### src/rtl/rvx_mem_pkg.sv
// Shared definitions for the memory-access stage: access-size encodings,
// FSM state type and the misalignment rule.
package rvx_mem_pkg;

  localparam logic [2:0] F3_B  = 3'b000;
  localparam logic [2:0] F3_H  = 3'b001;
  localparam logic [2:0] F3_W  = 3'b010;
  localparam logic [2:0] F3_BU = 3'b100;
  localparam logic [2:0] F3_HU = 3'b101;

  typedef enum logic [0:0] {
    IDLE     = 1'b0,
    WAIT_RSP = 1'b1
  } mem_state_e;

  // Halfwords need an even address, words need a 4-byte aligned address.
  function automatic logic is_misaligned(input logic [2:0] funct3, input logic [1:0] addr_lo);
    logic mis;
    case (funct3)
      F3_H, F3_HU: mis = addr_lo[0];
      F3_W:        mis = (addr_lo != 2'b00);
      default:     mis = 1'b0;
    endcase
    return mis;
  endfunction

endpackage

### src/rtl/mem_access_unit_load_align.sv
// Load-data aligner: picks the addressed byte/halfword lane from the raw
// memory word and sign- or zero-extends it according to funct3.
module load_align
  import rvx_mem_pkg::*;
#(
  parameter int XLEN = 32
) (
  input  logic [XLEN-1:0] rdata,
  input  logic [1:0]      addr_lo,
  input  logic [2:0]      funct3,
  output logic [XLEN-1:0] data
);

  logic [7:0]  byte_s;
  logic [15:0] half_s;

  // Lane selection and extension.
  always_comb begin
    case (addr_lo)
      2'b00:   byte_s = rdata[7:0];
      2'b01:   byte_s = rdata[15:8];
      2'b10:   byte_s = rdata[23:16];
      2'b11:   byte_s = rdata[31:24];
      default: byte_s = rdata[7:0];
    endcase
    half_s = addr_lo[1] ? rdata[31:16] : rdata[15:0];

    case (funct3)
      F3_B:    data = {{(XLEN-8){byte_s[7]}}, byte_s};
      F3_BU:   data = {{(XLEN-8){1'b0}}, byte_s};
      F3_H:    data = {{(XLEN-16){half_s[15]}}, half_s};
      F3_HU:   data = {{(XLEN-16){1'b0}}, half_s};
      default: data = rdata;
    endcase
  end

endmodule

### src/rtl/mem_access_unit.sv
// MEM stage: issues data-memory requests, waits for load responses while
// stalling upstream, aligns load data and registers the MEM/WB outputs.
module mem_access_unit
  import rvx_mem_pkg::*;
#(
  parameter int XLEN   = 32,
  parameter int REG_AW = 5
) (
  input  logic              clk,
  input  logic              reset_n,
  input  logic              ValidM,
  input  logic              RegWriteM,
  input  logic              MemReadM,
  input  logic              MemWriteM,
  input  logic [2:0]        Funct3M,
  input  logic [XLEN-1:0]   ALUResultM,
  input  logic [XLEN-1:0]   WriteDataM,
  input  logic [XLEN-1:0]   PCPlus4M,
  input  logic [REG_AW-1:0] RdM,
  output logic              dmem_req_valid,
  input  logic              dmem_req_ready,
  output logic              dmem_req_we,
  output logic [XLEN-1:0]   dmem_req_addr,
  output logic [XLEN-1:0]   dmem_req_wdata,
  output logic [3:0]        dmem_req_be,
  input  logic              dmem_rsp_valid,
  input  logic [XLEN-1:0]   dmem_rsp_rdata,
  output logic              StallM,
  output logic              MisalignM,
  output logic              ValidW,
  output logic              RegWriteW,
  output logic [REG_AW-1:0] RdW,
  output logic [XLEN-1:0]   ALUResultW,
  output logic [XLEN-1:0]   ReadDataW,
  output logic [XLEN-1:0]   PCPlus4W
);

  mem_state_e      state_r;
  logic            misalign_s;
  logic            memop_s;
  logic [XLEN-1:0] load_data_s;
  logic [XLEN-1:0] lane_wdata_s;
  logic [3:0]      lane_be_s;

  assign misalign_s = ValidM & (MemReadM | MemWriteM) & is_misaligned(Funct3M, ALUResultM[1:0]);
  assign memop_s    = ValidM & (MemReadM | MemWriteM) & ~misalign_s;

  load_align #(.XLEN(XLEN)) u_load_align (
    .rdata   (dmem_rsp_rdata),
    .addr_lo (ALUResultM[1:0]),
    .funct3  (Funct3M),
    .data    (load_data_s)
  );

  // Store data is replicated across lanes so memory only needs the byte enables.
  always_comb begin
    case (Funct3M)
      F3_B: begin
        lane_wdata_s = XLEN'({4{WriteDataM[7:0]}});
        lane_be_s    = 4'b0001 << ALUResultM[1:0];
      end
      F3_H: begin
        lane_wdata_s = XLEN'({2{WriteDataM[15:0]}});
        lane_be_s    = 4'b0011 << {ALUResultM[1], 1'b0};
      end
      default: begin
        lane_wdata_s = WriteDataM;
        lane_be_s    = 4'b1111;
      end
    endcase
  end

  // Request channel and stall; fields are zero whenever no request is presented.
  always_comb begin
    dmem_req_valid = 1'b0;
    dmem_req_we    = 1'b0;
    dmem_req_addr  = '0;
    dmem_req_wdata = '0;
    dmem_req_be    = 4'b0000;
    StallM         = 1'b0;
    case (state_r)
      IDLE: begin
        if (memop_s) begin
          dmem_req_valid = 1'b1;
          dmem_req_we    = MemWriteM;
          dmem_req_addr  = {ALUResultM[XLEN-1:2], 2'b00};
          dmem_req_wdata = MemWriteM ? lane_wdata_s : '0;
          dmem_req_be    = MemWriteM ? lane_be_s : 4'b0000;
          StallM         = MemReadM | ~dmem_req_ready;
        end else begin
          dmem_req_valid = 1'b0;
          StallM         = 1'b0;
        end
      end
      WAIT_RSP: StallM = ~dmem_rsp_valid;
      default:  StallM = 1'b0;
    endcase
  end

  // FSM and MEM/WB register; bubbles clear valid/write-enable but keep data.
  always_ff @(posedge clk or negedge reset_n) begin
    if (!reset_n) begin
      state_r    <= IDLE;
      ValidW     <= 1'b0;
      RegWriteW  <= 1'b0;
      RdW        <= '0;
      ALUResultW <= '0;
      ReadDataW  <= '0;
      PCPlus4W   <= '0;
      MisalignM  <= 1'b0;
    end else begin
      MisalignM <= 1'b0;
      case (state_r)
        IDLE: begin
          if (ValidM && !StallM) begin
            ValidW     <= 1'b1;
            RegWriteW  <= RegWriteM & ~misalign_s;
            RdW        <= RdM;
            ALUResultW <= ALUResultM;
            PCPlus4W   <= PCPlus4M;
            ReadDataW  <= '0;
            MisalignM  <= misalign_s;
          end else begin
            ValidW    <= 1'b0;
            RegWriteW <= 1'b0;
          end
          if (memop_s && MemReadM && dmem_req_ready) begin
            state_r <= WAIT_RSP;
          end else begin
            state_r <= IDLE;
          end
        end
        WAIT_RSP: begin
          if (dmem_rsp_valid) begin
            ValidW     <= 1'b1;
            RegWriteW  <= RegWriteM;
            RdW        <= RdM;
            ALUResultW <= ALUResultM;
            PCPlus4W   <= PCPlus4M;
            ReadDataW  <= load_data_s;
            state_r    <= IDLE;
          end else begin
            ValidW    <= 1'b0;
            RegWriteW <= 1'b0;
            state_r   <= WAIT_RSP;
          end
        end
        default: begin
          ValidW    <= 1'b0;
          RegWriteW <= 1'b0;
          state_r   <= IDLE;
        end
      endcase
    end
  end

endmodule

### config.mk
export PLATFORM = sky130hd
export DESIGN_NAME = mem_access_unit
export DESIGN_NICKNAME = d
export VERILOG_FILES = /design/src/rtl/rvx_mem_pkg.sv /design/src/rtl/mem_access_unit_load_align.sv /design/src/rtl/mem_access_unit.sv
export SDC_FILE = /design/constraint.sdc
export NUM_CORES = 1
export LEC_CHECK = 0
export CAP_MARGIN = 20
export CORE_AREA = 2 2 126 128
export CTS_CLUSTER_SIZE = 24
export DETAILED_ROUTE_END_ITERATION = 16
export DIE_AREA = 0 0 128 130
export PLACE_DENSITY = 0.82
export SLEW_MARGIN = 15
export SYNTH_ARGS = -nofsm -noshare
export SYNTH_HDL_FRONTEND = slang
export SYNTH_SLANG_ARGS = --single-unit
### constraint.sdc
create_clock -name clk -period 2.3 [get_ports clk]
set_input_delay 0.46 -clock clk [delete_from_list [all_inputs] [get_ports clk]]
set_output_delay 0.46 -clock clk [all_outputs]
set_load 0.03 [all_outputs]
# [Word level (Yosys, flattened, before mapping)]
# Cells that the tools add are included.
[totals] reg_bits=105 in_bits=144 output_inout_bits=175 elab_cells=81
[classes] n_eq_ne=9 n_shift=2 n_mux=43 bitwise_logic=10 reduce_logical=9
[ops] op="two-way mux 32 bit" count=11
[ops] op="case mux 32 bit (2 select lines)" count=4
[ops] op="case mux 32 bit (4 select lines)" count=1
[ops] op="case mux 8 bit (4 select lines)" count=1
[ops] op="two-way mux 16 bit" count=1
[ops] op="two-way mux 1 bit" count=13
[ops] op="two-way mux 4 bit" count=3
[ops] op="two-way mux 5 bit" count=2
[ops] op="case mux 1 bit (2 select lines)" count=5
[ops] op="case mux 5 bit (2 select lines)" count=1
[ops] op="case mux 4 bit (2 select lines)" count=1
[ops] op="== test 3 bit, second input constant" count=2
[ops] op="bitwise AND 1 bit" count=4
[ops] op="== test 2 bit, second input constant" count=2
[ops] op="inequality test 2 bit, second input constant" count=2
[ops] op="inverter 1 bit" count=4
[ops] op="<< shifter 1 x 2 -> 4 bit, first input constant" count=1
[ops] op="<< shifter 2 x 2 -> 4 bit, first input constant" count=1
[ops] op="== test 3 x 1 -> 1 bit, second input constant" count=1
[ops] op="== test 3 x 2 -> 1 bit, second input constant" count=1
[ops] op="logical AND 1 bit" count=3
[ops] op="zero test 3 bit" count=1
[ops] op="== test 2 x 1 -> 1 bit, second input constant" count=1
[ops] op="zero test 2 bit" count=1
[ops] op="other kinds (5)" count=6

# [Depth between registers and ports, before layout]
[logic_depth] word_depth=12 mapped_depth=7 mapped_depth_nobuf=5

# [By module]
# Synthesis repeated with hierarchy kept, for this count alone.
[unflattened] cells_unflattened=706 area_unflattened_um2=6633.9
[modules_own_cells] module="mem_access_unit" instances=1 cells_each=595 area_each_um2=5965.7 seq_area_each_um2=2627.5
[modules_own_cells] module="load_align" instances=1 cells_each=111 area_each_um2=668.1 seq_area_each_um2=0.0

# [Worst setup path after synthesis]
# OpenSTA, ideal clock, no wires.
[synth_timing] kind="input to output" startpoint="in Funct3M[0]" endpoint="out dmem_req_wdata[24]" arrival_ns=2.030 required_time_ns=1.840 setup_slack_ns=-0.190 cell_stages=5 path_buffers=3 cell_sequence="buf_2 clkbuf_1 buf_2 mux2i_1 a211oi_1"
[synth_between] elab_chain_len=8 elab_cells_between_ends=13 classes_between="3 x eq/ne; 5 x mux; 3 x bitwise; 2 x reduce/logical"
[synth_lines] item="from (decl)" line="mem_access_unit.sv:15" source="input logic [2:0] Funct3M,"
[synth_lines] item="== test 3 x 1 -> 1 bit or == test 3 bit (tied branches)" line="rvx_mem_pkg.sv:19, mem_access_unit.sv:57"
[synth_lines] item="OR reduction 2 bit" line="rvx_mem_pkg.sv:19" source="case (funct3)"
[synth_lines] item="case mux 1 bit (2 select lines)" line="rvx_mem_pkg.sv:19"
[synth_lines] item="bitwise AND 1 bit" line="mem_access_unit.sv:45" source="assign misalign_s = ValidM & (MemReadM | MemWriteM) & is_misaligned(Funct3M, ALUResultM[1:0]);"
[synth_lines] item="inverter 1 bit" line="mem_access_unit.sv:46" source="assign memop_s = ValidM & (MemReadM | MemWriteM) & ~misalign_s;"
[synth_lines] item="bitwise AND 1 bit" line="mem_access_unit.sv:46"
[synth_lines] item="two-way mux 32 bit (*)" line="mem_access_unit.sv:83" source="if (memop_s) begin"
[synth_lines] item="two-way mux 32 bit (*)" line="mem_access_unit.sv:81" source="case (state_r)"
[synth_lines] item="to (decl)" line="mem_access_unit.sv:24" source="output logic [XLEN-1:0] dmem_req_wdata,"
# Every way passes the cells marked *; elsewhere a longest branch is shown, timed or not.

# [Final worst setup path]
[layout_timing] startpoint="in ALUResultM[1]" endpoint="out StallM"
[layout_between] elab_chain_len=7
[layout_lines] item="from (decl)" line="mem_access_unit.sv:16" source="input logic [XLEN-1:0] ALUResultM,"
[layout_lines] item="nonzero test 2 bit" line="rvx_mem_pkg.sv:21" source="F3_W: mis = (addr_lo != 2'b00);"
[layout_lines] item="case mux 1 bit (2 select lines)" line="rvx_mem_pkg.sv:19"
[layout_lines] item="bitwise AND 1 bit" line="mem_access_unit.sv:45"
[layout_lines] item="inverter 1 bit" line="mem_access_unit.sv:46"
[layout_lines] item="bitwise AND 1 bit" line="mem_access_unit.sv:46"
[layout_lines] item="two-way mux 1 bit" line="mem_access_unit.sv:83"
[layout_lines] item="case mux 1 bit (2 select lines)" line="mem_access_unit.sv:81"
[layout_lines] item="to (decl)" line="mem_access_unit.sv:28" source="output logic StallM,"
# No other way between the ends.

==> reports/metrics.json <==
{
  "synth": {
    "netlist-cell-type-count": 43,
    "share_of_the_synthesized_area_in_the_top_cell_type_pct": 49.2,
    "yosys_register_bits": 105,
    "synthFlopType": "sky130_fd_sc_hd__dfrtp_1",
    "synth_enable_flop_cells": 0,
    "post_synth_inst_count": 467,
    "ys_async_sr_fraction_pct": 100,
    "average_instance_area_after_synthesis_um2": 11.4,
    "synth_sequential_area_ratio_pct": 49.2,
    "synth_top_cell_by_area": "sky130_fd_sc_hd__dfrtp_1",
    "mappedNetlistArea_mm2": 0.00534,
    "synth-warning-count": 0,
    "synthTopCellsByArea": "sky130_fd_sc_hd__dfrtp_1 (49%), sky130_fd_sc_hd__mux2_2 (15%), sky130_fd_sc_hd__and2_1 (4.6%)"
  },
  "pwr": {
    "ir_drop_mv": 0.537,
    "cellLeakagePower_nw": 4.32,
    "power.density_mw_per_mm2": 744
  },
  "detailed_routing": {
    "detail_route.first_pass.iterations": 5,
    "wire_per_inst_um": 18.3,
    "ant_nets": 0,
    "routed_via_density": 4.97,
    "remaining_drc_errors": 0,
    "drt_iter0_markers": 209,
    "wirelength_routed_mm": 18.6,
    "dr_total_vias": 5057
  },
  "critical_path": {
    "crit_top_cell": "sky130_fd_sc_hd__buf_6",
    "worst-path-max-fanout": 8,
    "critPathBufInv": 5,
    "top_cell_family_by_delay_on_the_critical_path": "compound AO/OA/AOI/OAI gates",
    "arrival_ns": 1.86,
    "type_of_destination_of_the_critical_path": "primary output",
    "critical-path-slowest-cell": "sky130_fd_sc_hd__o41ai_4",
    "worstPathRequired_ns": 1.84,
    "type_of_element_launching_the_critical_path": "primary input",
    "crit_chain": "buf_8 > nor2_4 > buf_6 > o41ai_4 > nor2_2 > buf_6 > buf_16 > a22o_4 > buf_12",
    "path_class": "in -> out",
    "timing.critical_path.slowest_cell_delay_ns": 0.43
  },
  "clock_network": {
    "cts_tree": "done",
    "htreeDepth": 3,
    "clockRootBuffer": "sky130_fd_sc_hd__clkbuf_16",
    "cts_made_buffers": 9,
    "tritoncts_num_sinks": 105,
    "clk_pin_slew_ns": 0.08,
    "clk-insertion-delay-late_ns": 0.35,
    "clock_tree.buffer_depth": 2
  },
  "layout": {
    "fillCellCount": 1254,
    "mostFrequentLayoutCell": "sky130_fd_sc_hd__clkdlybuf4s50_1",
    "area_growth_pct": 80.9,
    "share_of_layout_cells_above_drive_strength_1_pct": 32.9,
    "n_antenna_cell": 0,
    "final_cell_area_mm2": 0.00965,
    "most-common-layout-cells": "sky130_fd_sc_hd__clkdlybuf4s50_1 (238), sky130_fd_sc_hd__dfrtp_1 (105), sky130_fd_sc_hd__buf_4 (86)",
    "layout.nets": 965,
    "stdcell_count": 1018
  },
  "global_route": {
    "vias_in_the_first_global_route": 5112,
    "grt_start_max_net_pins": 42,
    "global_router_s_overall_resource_usage_pct": 21.9,
    "grt-ovfl-total": 0,
    "number_of_antenna_violations_at_the_first_check_in_global_routing": 2,
    "grt_first_pass_wirelength_mm": 28.1
  },
  "timing": {
    "crit_path_time_final_ns": 2.32,
    "skew_ns": 0.00696,
    "rsz_0062_raised_after_global_routing": "yes",
    "worst_slew_pin_slew_ns": 0.717,
    "setup_viol": 1,
    "max_freq_mhz": 430,
    "postLayoutSetupSlackWorst_ns": -0.0232,
    "slew_viol_final": 0,
    "layout_worst_path_cycle_share_pct": 101,
    "whs_ns": 0.106,
    "slew_headroom_pct": 52.1,
    "hold_viol_final": 0
  },
  "job": {
    "drv.max_cap_violation_count": 0
  },
  "floorplan": {
    "ioPinCount": 319,
    "fp.dieH_um": 130,
    "die_w_um": 128,
    "dieArea_mm2": 0.0166,
    "core-area_mm2": 0.0154,
    "rows": 46,
    "floorplan.initialDensity_pct": 34.6
  },
  "place": {
    "dp_hpwl_mm": 14.4,
    "routabilityCongestion": 0.841,
    "io_buffer_count": 316,
    "placement.cell_area_mm2": 0.00901,
    "dp.cells": 995
  },
  "status": {
    "run_status": "finished, violations left",
    "violations_in_the_final_reports": "setup timing"
  },
  "worst_hold_path": {
    "hp-class": "in -> async"
  }
}
[routing by layer]
layer  vias up  global-route usage [%]  wire length [µm]
li1       2391                       -                 -
met1      2440                    27.5              7730
met2       195                    37.0              9240
met3        29                    5.90              1270
met4         2                    7.05               379
met5         -                       0                13
[worst reg2reg max path, delay by kind of cell, from the launching register on]
family,cells,cell delay [ns]
AOI/OAI and AO/OA,2,0.52
buffers and inverters,2,0.49
DFF,1,0.41
muxes,1,0.35
and+or+nand+nor,1,0.10
[worst paths after layout]
| check | from | endpoint | slack, ns | depth (start not counted) |
|---|---|---|---|---|
| worst max-delay path | ALUResultM[1] | StallM | -0.02 | 9 |
| worst max register to register | state_r$_DFF_PN0_ | PCPlus4W[14]$_DFFE_PN0P_ | 0.33 | 6 |
| max in group asynchronous | reset_n | ReadDataW[7]$_DFFE_PN0P_ | 1.56 | 2 |
| worst min register to register | ReadDataW[13]$_DFFE_PN0P_ | ReadDataW[13]$_DFFE_PN0P_ | 0.48 | 1 |
| worst min-delay path | reset_n | PCPlus4W[14]$_DFFE_PN0P_ | 0.11 | 1 |
| min in group clk | ReadDataW[13]$_DFFE_PN0P_ | ReadDataW[13]$_DFFE_PN0P_ | 0.48 | 1 |
[metrics by stage]
stage / setup slack, ns / power [mW] / utilization, % / TNS (ns)
after global routing: -0.0639 / 7.50 / 62.6 / -0.179
after global placement: -0.399 / 5.33 / 58.4 / -47.60
final: -0.0232 / 7.18 / 62.6 / -0.0232
after floorplan: -0.0929 / 3.94 / - / -1.35
after CTS: 0.00138 / 7.25 / 62.4 / 0
after detailed placement: -0.467 / 5.38 / 58.4 / -51.91
[flip-flops by register name (all words and copies together), names as in the netlist]
signal and flops:
ALUResultW 32, MisalignM 1, PCPlus4W 32, RegWriteW 1, state_r 1, ReadDataW 32
RdW 5, ValidW 1
[where the power goes]
group	switching (mW)	leakage, nW	internal (mW)	total (mW)
clock	0.784	0.169	0.989	1.77
combinational	1.56	2.85	1.45	3.02
sequential	0.181	1.30	2.21	2.39
total	2.53	4.32	4.65	7.18
[layout make-up]
type	count	area [µm²]	share of cell area [%]
Timing Repair Buffer	381	3820	39.6
Tap cell	192	240	2.49
Inverter	6	22.5	0.233
Multi-Input combinational cell	318	2590	26.9
Sequential cell	105	2630	27.2
Clock buffer	9	225	2.33
Clock inverter	7	126	1.31
[cell usage after synthesis, types with 2 or more instances]
cell type,instances
sky130_fd_sc_hd__buf_6,7
sky130_fd_sc_hd__a211oi_1,9
sky130_fd_sc_hd__nand2_1,27
sky130_fd_sc_hd__mux2_2,71
sky130_fd_sc_hd__and2_1,39
sky130_fd_sc_hd__nor3b_1,7
sky130_fd_sc_hd__a2bb2oi_1,5
sky130_fd_sc_hd__buf_4,3
sky130_fd_sc_hd__a221o_1,16
sky130_fd_sc_hd__and4_1,5
sky130_fd_sc_hd__clkbuf_1,14
sky130_fd_sc_hd__a21oi_1,25
sky130_fd_sc_hd__nand3b_1,2
sky130_fd_sc_hd__o221a_2,7
sky130_fd_sc_hd__nor2b_1,10
sky130_fd_sc_hd__buf_2,15
sky130_fd_sc_hd__or2_2,2
sky130_fd_sc_hd__nand2b_1,5
sky130_fd_sc_hd__o21ai_0,17
sky130_fd_sc_hd__mux2i_1,17
sky130_fd_sc_hd__dfrtp_1,105
sky130_fd_sc_hd__inv_1,5
sky130_fd_sc_hd__nor2_1,21
sky130_fd_sc_hd__a21o_1,14
[what timing repair did]
item,CTS,global route
setup endpoints to repair,69,45
setup buffers,5,0
hold buffers,0,0
pin swaps,5,2
cloned,3,0
gates resized for setup,71,13
[cell families after synthesis]
| logic type | synth area share [%] |
|---|---|
| and+or+nand+nor | 12.5 |
| AOI/OAI and AO/OA | 14.9 |
| DFF | 49.2 |
| muxes | 18.6 |
| buffers and inverters | 4.71 |
| other | 0.0703 |
Note: power is estimated with default switching activity, not from simulation.
==> RTL edit 1: new RTL, same flow settings <==
Change the parameter `REG_AW` from 5 to 6.
--- a/src/rtl/mem_access_unit.sv
+++ b/src/rtl/mem_access_unit.sv
@@ -4,7 +4,7 @@
   import rvx_mem_pkg::*;
 #(
   parameter int XLEN   = 32,
-  parameter int REG_AW = 5
+  parameter int REG_AW = 6
 ) (
   input  logic              clk,
   input  logic              reset_n,
Ports: changed (resized RdM and RdW); port bits go from 319 to 321. No check against the original RTL was run, so the function may have changed too.
==> RTL edit 1 against the original RTL <==
- critical endpoint is now dmem_req_wdata[20]
- clock skew about the same
- utilization down 2.1 points
- final area down 3.3%
- die area unchanged
- total power down 2.4%
- sequential cell count up 1
- cell count down 0.49%
- routed wire length down 1.3%
- via count up 1.3%
- synthesized area up 0.23%
- setup slack better by 68 ps
- largest cell class unchanged
- critical path type unchanged
==> RTL edit 1: results (changes against the original RTL) <==
Logic synthesis
  – Ys async rst share: 100% (unchanged)
  – Sequential fraction of the synthesis area: 49.6% (was 49.2%)
  – Top post-synthesis cells by area: dfrtp_1, mux2_2, and2_1, mux2i_1, a221o_1 (unchanged)
  – Cell count after synthesis: 469 (was 467)
  – Most common library cells after synthesis: dfrtp_1, mux2_2, and2_1, nor2_1, nand2_1 (was dfrtp_1, mux2_2, and2_1, nand2_1, a21oi_1)
  – Synth Warn #: 0 (unchanged)
  – Yosys cell types: 43 (unchanged)

Place
  – Hpwl dp: 13800 µm (was 14400 µm)
  – Placed instance count: 985 (was 995)
  – Gpl congestion: 0.855 (was 0.841)
  – I/O Buffers: 318 (was 316)

CTS
  – Clk slew on worst S/H paths: 80 ps (about the same)
  – Root Buffer: clkbuf_16 (unchanged)
  – Latest clock arrival within the worst-skew pair: ~360 ps
  – Max Buffers Root-to-Sink: 2 (unchanged)
  – # H-tree levels: 3 (unchanged)
  – Num CTS Buffers: 9 (unchanged)

Cells and area
  – Layout cell share with drive strength beyond 1: 30.7% (was 32.9%)
  – Fin nets: 960 (was 965)
  – Top Registers: ALUResultW x32, PCPlus4W x32, ReadDataW x32 (unchanged)

Routing
  – Via count: 5125 (was 5057)
  – Wl on met1: 7690 µm (was 7730 µm)
  – DR WL met2: 8970 µm (was 9240 µm)
  – Wire length per cell: 18.1 µm (was 18.3 µm)
  – DR pass1 iterations: 4 (was 5)
  – Top routing layer in use: met4 (was met5)
  – WL met3: 1350 µm (was 1270 µm)
  – Via/cell ratio: 5.06 (was 4.97)
  – Detailed router's first-iteration violation count: 298 (was 209)

Critical path
  – Reg2Reg Depth: 6 (unchanged)
  – Crit path max-delay family: buffers and inverters (was compound AO/OA/AOI/OAI gates)
  – RR Startpoint: state_r (unchanged)
  – Worst Path Buf+Inv: 4 (was 5)
  – Crit path max fanout: 7 (was 8)
  – FF-to-FF End: ALUResultW[31] (was PCPlus4W[14])
  – End of the critical path: dmem_req_wdata[20] (was StallM)
  – R2r setup slk: 350 ps (was 330 ps)
  – CP max stage cell: o41a_1 (was o41ai_4)
  – Slowest stage delay, CP: 470 ps (was 430 ps)
  – Critical path launch point: ALUResultM[0] (was ALUResultM[1])

STA
  – Worst slew margin: 56.9% (was 52.1%)
  – Fin Clk Skew: 7.17 ps (was 6.96 ps)

Global routing
  – Initial antenna violation count: 1 (was 2)
  – First-pass GRT wire length: 27800 µm (was 28100 µm)
  – Gr usage total: 21.5% (was 21.9%)
  – Total grt overflow: 0 (unchanged)
  – Pin count of the biggest net entering global routing: 70 (was 42)

Power
  – P_leak: 4.20 nW (was 4.32 nW)
  – Psw: 2.53 mW (about the same)
  – Maximum VDD drop: 427 µV (was 537 µV)

Worst hold path
  – Hold crit path type: input port to async pin (unchanged)

Outcome
  – Status: finished, final reports clean (was finished with violations)
## RTL edit 1: repair_timing
| action | 4_1_cts | 5_1_grt |
|---|---|---|
| pin swaps | 7 | 3 |
| hold buffers | 1 | 0 |
| endpoints found under the hold margin | 6 | 0 |
| buffers inserted | 5 | 1 |
| gates cloned | 2 | 1 |
| resized for setup | 214 | 20 |
| endpoints found under the setup margin | 93 | 74 |
## RTL edit 1: layer usage
layer  vias to the layer above  track usage (%)
met5                         -                0
met4                         0             7.43
met3                        24             6.07
met2                       215             35.3
met1                      2500             27.5
li1                       2386                -
## RTL edit 1: worst min path at each step
| stage | startpoint | to | slack, ps |
|---|---|---|---|
| after floorplan | reset_n | ALUResultW[0] | 160 |
| after global placement | reset_n | ReadDataW[12] | 280 |
| after detailed placement | reset_n | ReadDataW[12] | 290 |
| after CTS | reset_n | ReadDataW[12] | 440 |
| after global routing | reset_n | ReadDataW[12] | 450 |
| final | reset_n | ReadDataW[12] | 450 |
## RTL edit 1: cell type report
| cell class | count | area (µm²) |
|---|---|---|
| flip-flops and latches | 106 | 2650 |
| multi-input cells | 319 | 2620 |
| diodes | 1 | 2.50 |
| clock buffers | 10 | 229 |
| clock inverters | 6 | 80.1 |
| well taps | 192 | 240 |
| inverters | 7 | 28.8 |
| fillers | 1275 | 6090 |
| repair buffers | 372 | 3490 |
## RTL edit 1: through the flow
stage	cell area [µm²]	setup WS [ps]	hold WS, ps	utilization [%]
2_1_floorplan	5430	-136	164	-
3_3_place_gp	8950	-579	285	58.0
3_5_place_dp	8950	-655	285	58.0
4_1_cts	9250	1.12	438	59.9
5_1_grt	9340	2.79	454	60.5
6_report	9340	44.9	451	60.5
## RTL edit 1: power groups by stage
stage | Combinational [mW] | Sequential [mW] | Clock (mW)
global route | 3.08 | 2.47 | 1.75
global placement | 2.91 | 2.44 | 0
finish | 2.94 | 2.42 | 1.64
CTS | 2.94 | 2.43 | 1.68
detailed placement | 2.92 | 2.46 | 0
floorplan | 0.785 | 3.19 | 0
## RTL edit 1: worst reg2reg max path, cell delays in order (launching register included)
cell	delay [ps]
dfrtp_1	410
buf_4	190
nand2_1	80
o21ai_0	160
o22ai_4	230
buf_4	380
mux2_2	400
## RTL edit 1: logic make-up after synthesis
logic type,share of synthesized area [%]
multiplexers,18.5
buffers and inverters,4.56
AO/OA/AOI/OAI,14.8
other,0.0701
flip-flops,49.6
AND/OR/NAND/NOR,12.5
==> RTL edit 2: new RTL, same flow settings <==
Without the edit above. Make the reset (`reset_n`) synchronous in one clocked block.
--- a/src/rtl/mem_access_unit.sv
+++ b/src/rtl/mem_access_unit.sv
@@ -98,7 +98,7 @@
   end
 
   // FSM and MEM/WB register; bubbles clear valid/write-enable but keep data.
-  always_ff @(posedge clk or negedge reset_n) begin
+  always_ff @(posedge clk) begin
     if (!reset_n) begin
       state_r    <= IDLE;
       ValidW     <= 1'b0;
Formal check against the unedited RTL: differs if reset_n is asserted again (counterexample within 4 cycles, from zero or initial values and one cycle with reset_n low); with reset_n held inactive, the same outputs for 4 cycles.
==> RTL edit 2 against the original RTL <==
- utilization grew 5.0 points
- cell count grew 21%
- sequential cell count is the same
- non-clock buffer count grew 10
- routed wire length grew 18%
- critical endpoint is now dmem_req_wdata[0]
- total power shrank 24%
- first-iteration DRC count grew 49%
- combinational power shrank 38%
- die area is the same
- synthesized area grew 5.6%
- final area grew 8.0%
- the flow still finishes with violations (setup timing)
- setup slack lost 170 ps
==> RTL edit 2: results (changes against the original RTL) <==
Outcome
  – Status: finished with violations (unchanged)
  – Violated checks: setup timing (unchanged)

STA
  – Worst slew margin: 54.2% (was 52.1%)
  – Post-route setup slack: -192 ps (was -23.2 ps)
  – Fin Clk Skew: 8.20 ps (was 6.96 ps)
  – Final setup fails: 70 (was 1)
  – Final hold slack: 457 ps (was 106 ps)
  – Total negative slack: -9080 ps (was -23.2 ps)

Critical path
  – Critical Path AT: 2030 ps (was 1860 ps)
  – Reg2Reg Depth: 9 (was 6)
  – CP max stage cell: a2111oi_4 (was o41ai_4)
  – RR Startpoint: state_r (unchanged)
  – Crit path max fanout: 7 (was 8)
  – Crit path max-delay family: buffers and inverters (was compound AO/OA/AOI/OAI gates)
  – R2r setup slk: 0 ps (was 330 ps)
  – Slowest stage delay, CP: 400 ps (was 430 ps)

Place
  – Placed instance count: 1195 (was 995)
  – Gpl congestion: 0.817 (was 0.841)
  – Setup WS pre-CTS: -564 ps (was -467 ps)
  – DP Area: 9440 µm² (was 9010 µm²)
  – Hpwl dp: 15300 µm (was 14400 µm)

Logic synthesis
  – Most common library cells after synthesis: nand2_1, mux2i_1, dfxtp_1, clkbuf_1, and2_1 (was dfrtp_1, mux2_2, and2_1, nand2_1, a21oi_1)
  – Ys flop type: dfxtp_1 (was dfrtp_1)
  – Ys async rst share: 0% (was 100%)
  – Sequential fraction of the synthesis area: 37.3% (was 49.2%)
  – Top post-synthesis cells by area: dfxtp_1, mux2i_1, nand2_1, and2_1, clkbuf_1 (was dfrtp_1, mux2_2, and2_1, mux2i_1, a221o_1)
  – Yosys cell types: 46 (was 43)
  – Avg Cell Area, Syn: 8.13 µm² (was 11.4 µm²)

Global routing
  – Pin count of the biggest net entering global routing: 86 (was 42)
  – Gr usage total: 24.5% (was 21.9%)
  – Vias in the first global route: 6060 (was 5112)
  – Initial antenna violation count: 1 (was 2)
  – Routing usage on met2: 43.4% (was 37.0%)
  – First-pass GRT wire length: 31600 µm (was 28100 µm)
  – M1 GR Usage: 27.8% (was 27.5%)
  – Met3 Use GR: 5.99% (was 5.90%)

Cells and area
  – Register Area: 2100 µm² (was 2630 µm²)
  – Layout cell share with drive strength beyond 1: 23.8% (was 32.9%)
  – Layout fillers: 1192 (was 1254)
  – Fin nets: 1174 (was 965)

Power
  – Psw: 1.73 mW (was 2.53 mW)
  – P_leak: 4.30 nW (was 4.32 nW)
  – Int Pwr: 3.72 mW (was 4.65 mW)
  – Clock share of power: 29.2% (was 24.7%)
  – Combinational power: 1.88 mW (was 3.02 mW)
  – Maximum VDD drop: 352 µV (was 537 µV)

Routing
  – WL met3: 1570 µm (was 1270 µm)
  – Detailed router's first-iteration violation count: 312 (was 209)
  – Via/cell ratio: 5.13 (was 4.97)
  – Wire length per cell: 17.9 µm (was 18.3 µm)
  – Routed WL: 22000 µm (was 18600 µm)
  – DR WL met2: 11000 µm (was 9240 µm)
  – Wl on met1: 8640 µm (was 7730 µm)

CTS
  – Num CTS Buffers: 9 (unchanged)

Worst hold path
  – Hold crit path type: flip-flop to flip-flop (was input port to async pin)
[RTL edit 2: cell count changes after synthesis, sizes merged, moves of 8 or more]
cell and change:
clkbuf +35, dfrtp -105, mux2i +94, buf -8, a221o -16, nand2 +182, a21o -14, o211ai +16
nor2b -8, dfxtp +105, mux2 -71, and3 +8
[RTL edit 2: layout make-up]
| type | instances | area share, % |
|---|---|---|
| multi-input combinational | 518 | 35.1 |
| timing repair buffer | 391 | 39.3 |
| tap | 192 | 2.30 |
| sequential | 105 | 20.2 |
| clock buffer | 11 | 2.33 |
| clock inverter | 5 | 0.576 |
| inverter | 5 | 0.228 |
[RTL edit 2: worst reg2reg max path, cell delays in order (launching register included)]
cell	delay, ps
dfxtp_2	330
nand2b_4	160
a2111oi_4	380
buf_4	200
buf_12	150
clkbuf_16	170
buf_6	100
o221a_4	240
buf_12	210
mux2i_1	280
[RTL edit 2: worst max path at each step]
stage / from / end / slack (ps)
floorplan: ALUResultM[1] / dmem_req_wdata[10] / -170
global placement: ALUResultM[1] / dmem_req_wdata[4] / -520
detailed placement: ALUResultM[0] / PCPlus4W[3] / -560
CTS: state_r / dmem_req_wdata[9] / -130
global route: state_r / dmem_req_wdata[8] / -230
finish: Funct3M[2] / dmem_req_wdata[0] / -190
[RTL edit 2: kinds of logic (layout without fill, tap and decap cells)]
logic type	after synthesis	count (layout)	share of synthesized area, %
flip-flops	105	105	37.3
buffers and inverters	71	412	6.29
other	1	2	0.0666
AO/OA/AOI/OAI	105	105	13.0
multiplexers	112	112	20.1
AND/OR/NAND/NOR	299	299	23.2
[RTL edit 2: what timing repair did]
action                     CTS  global route
setup buffers                6             2
resized for setup          105            50
gates cloned                 4             5
setup endpoints to repair  152            68
hold endpoints to repair     0             0
pin swaps                    7            25
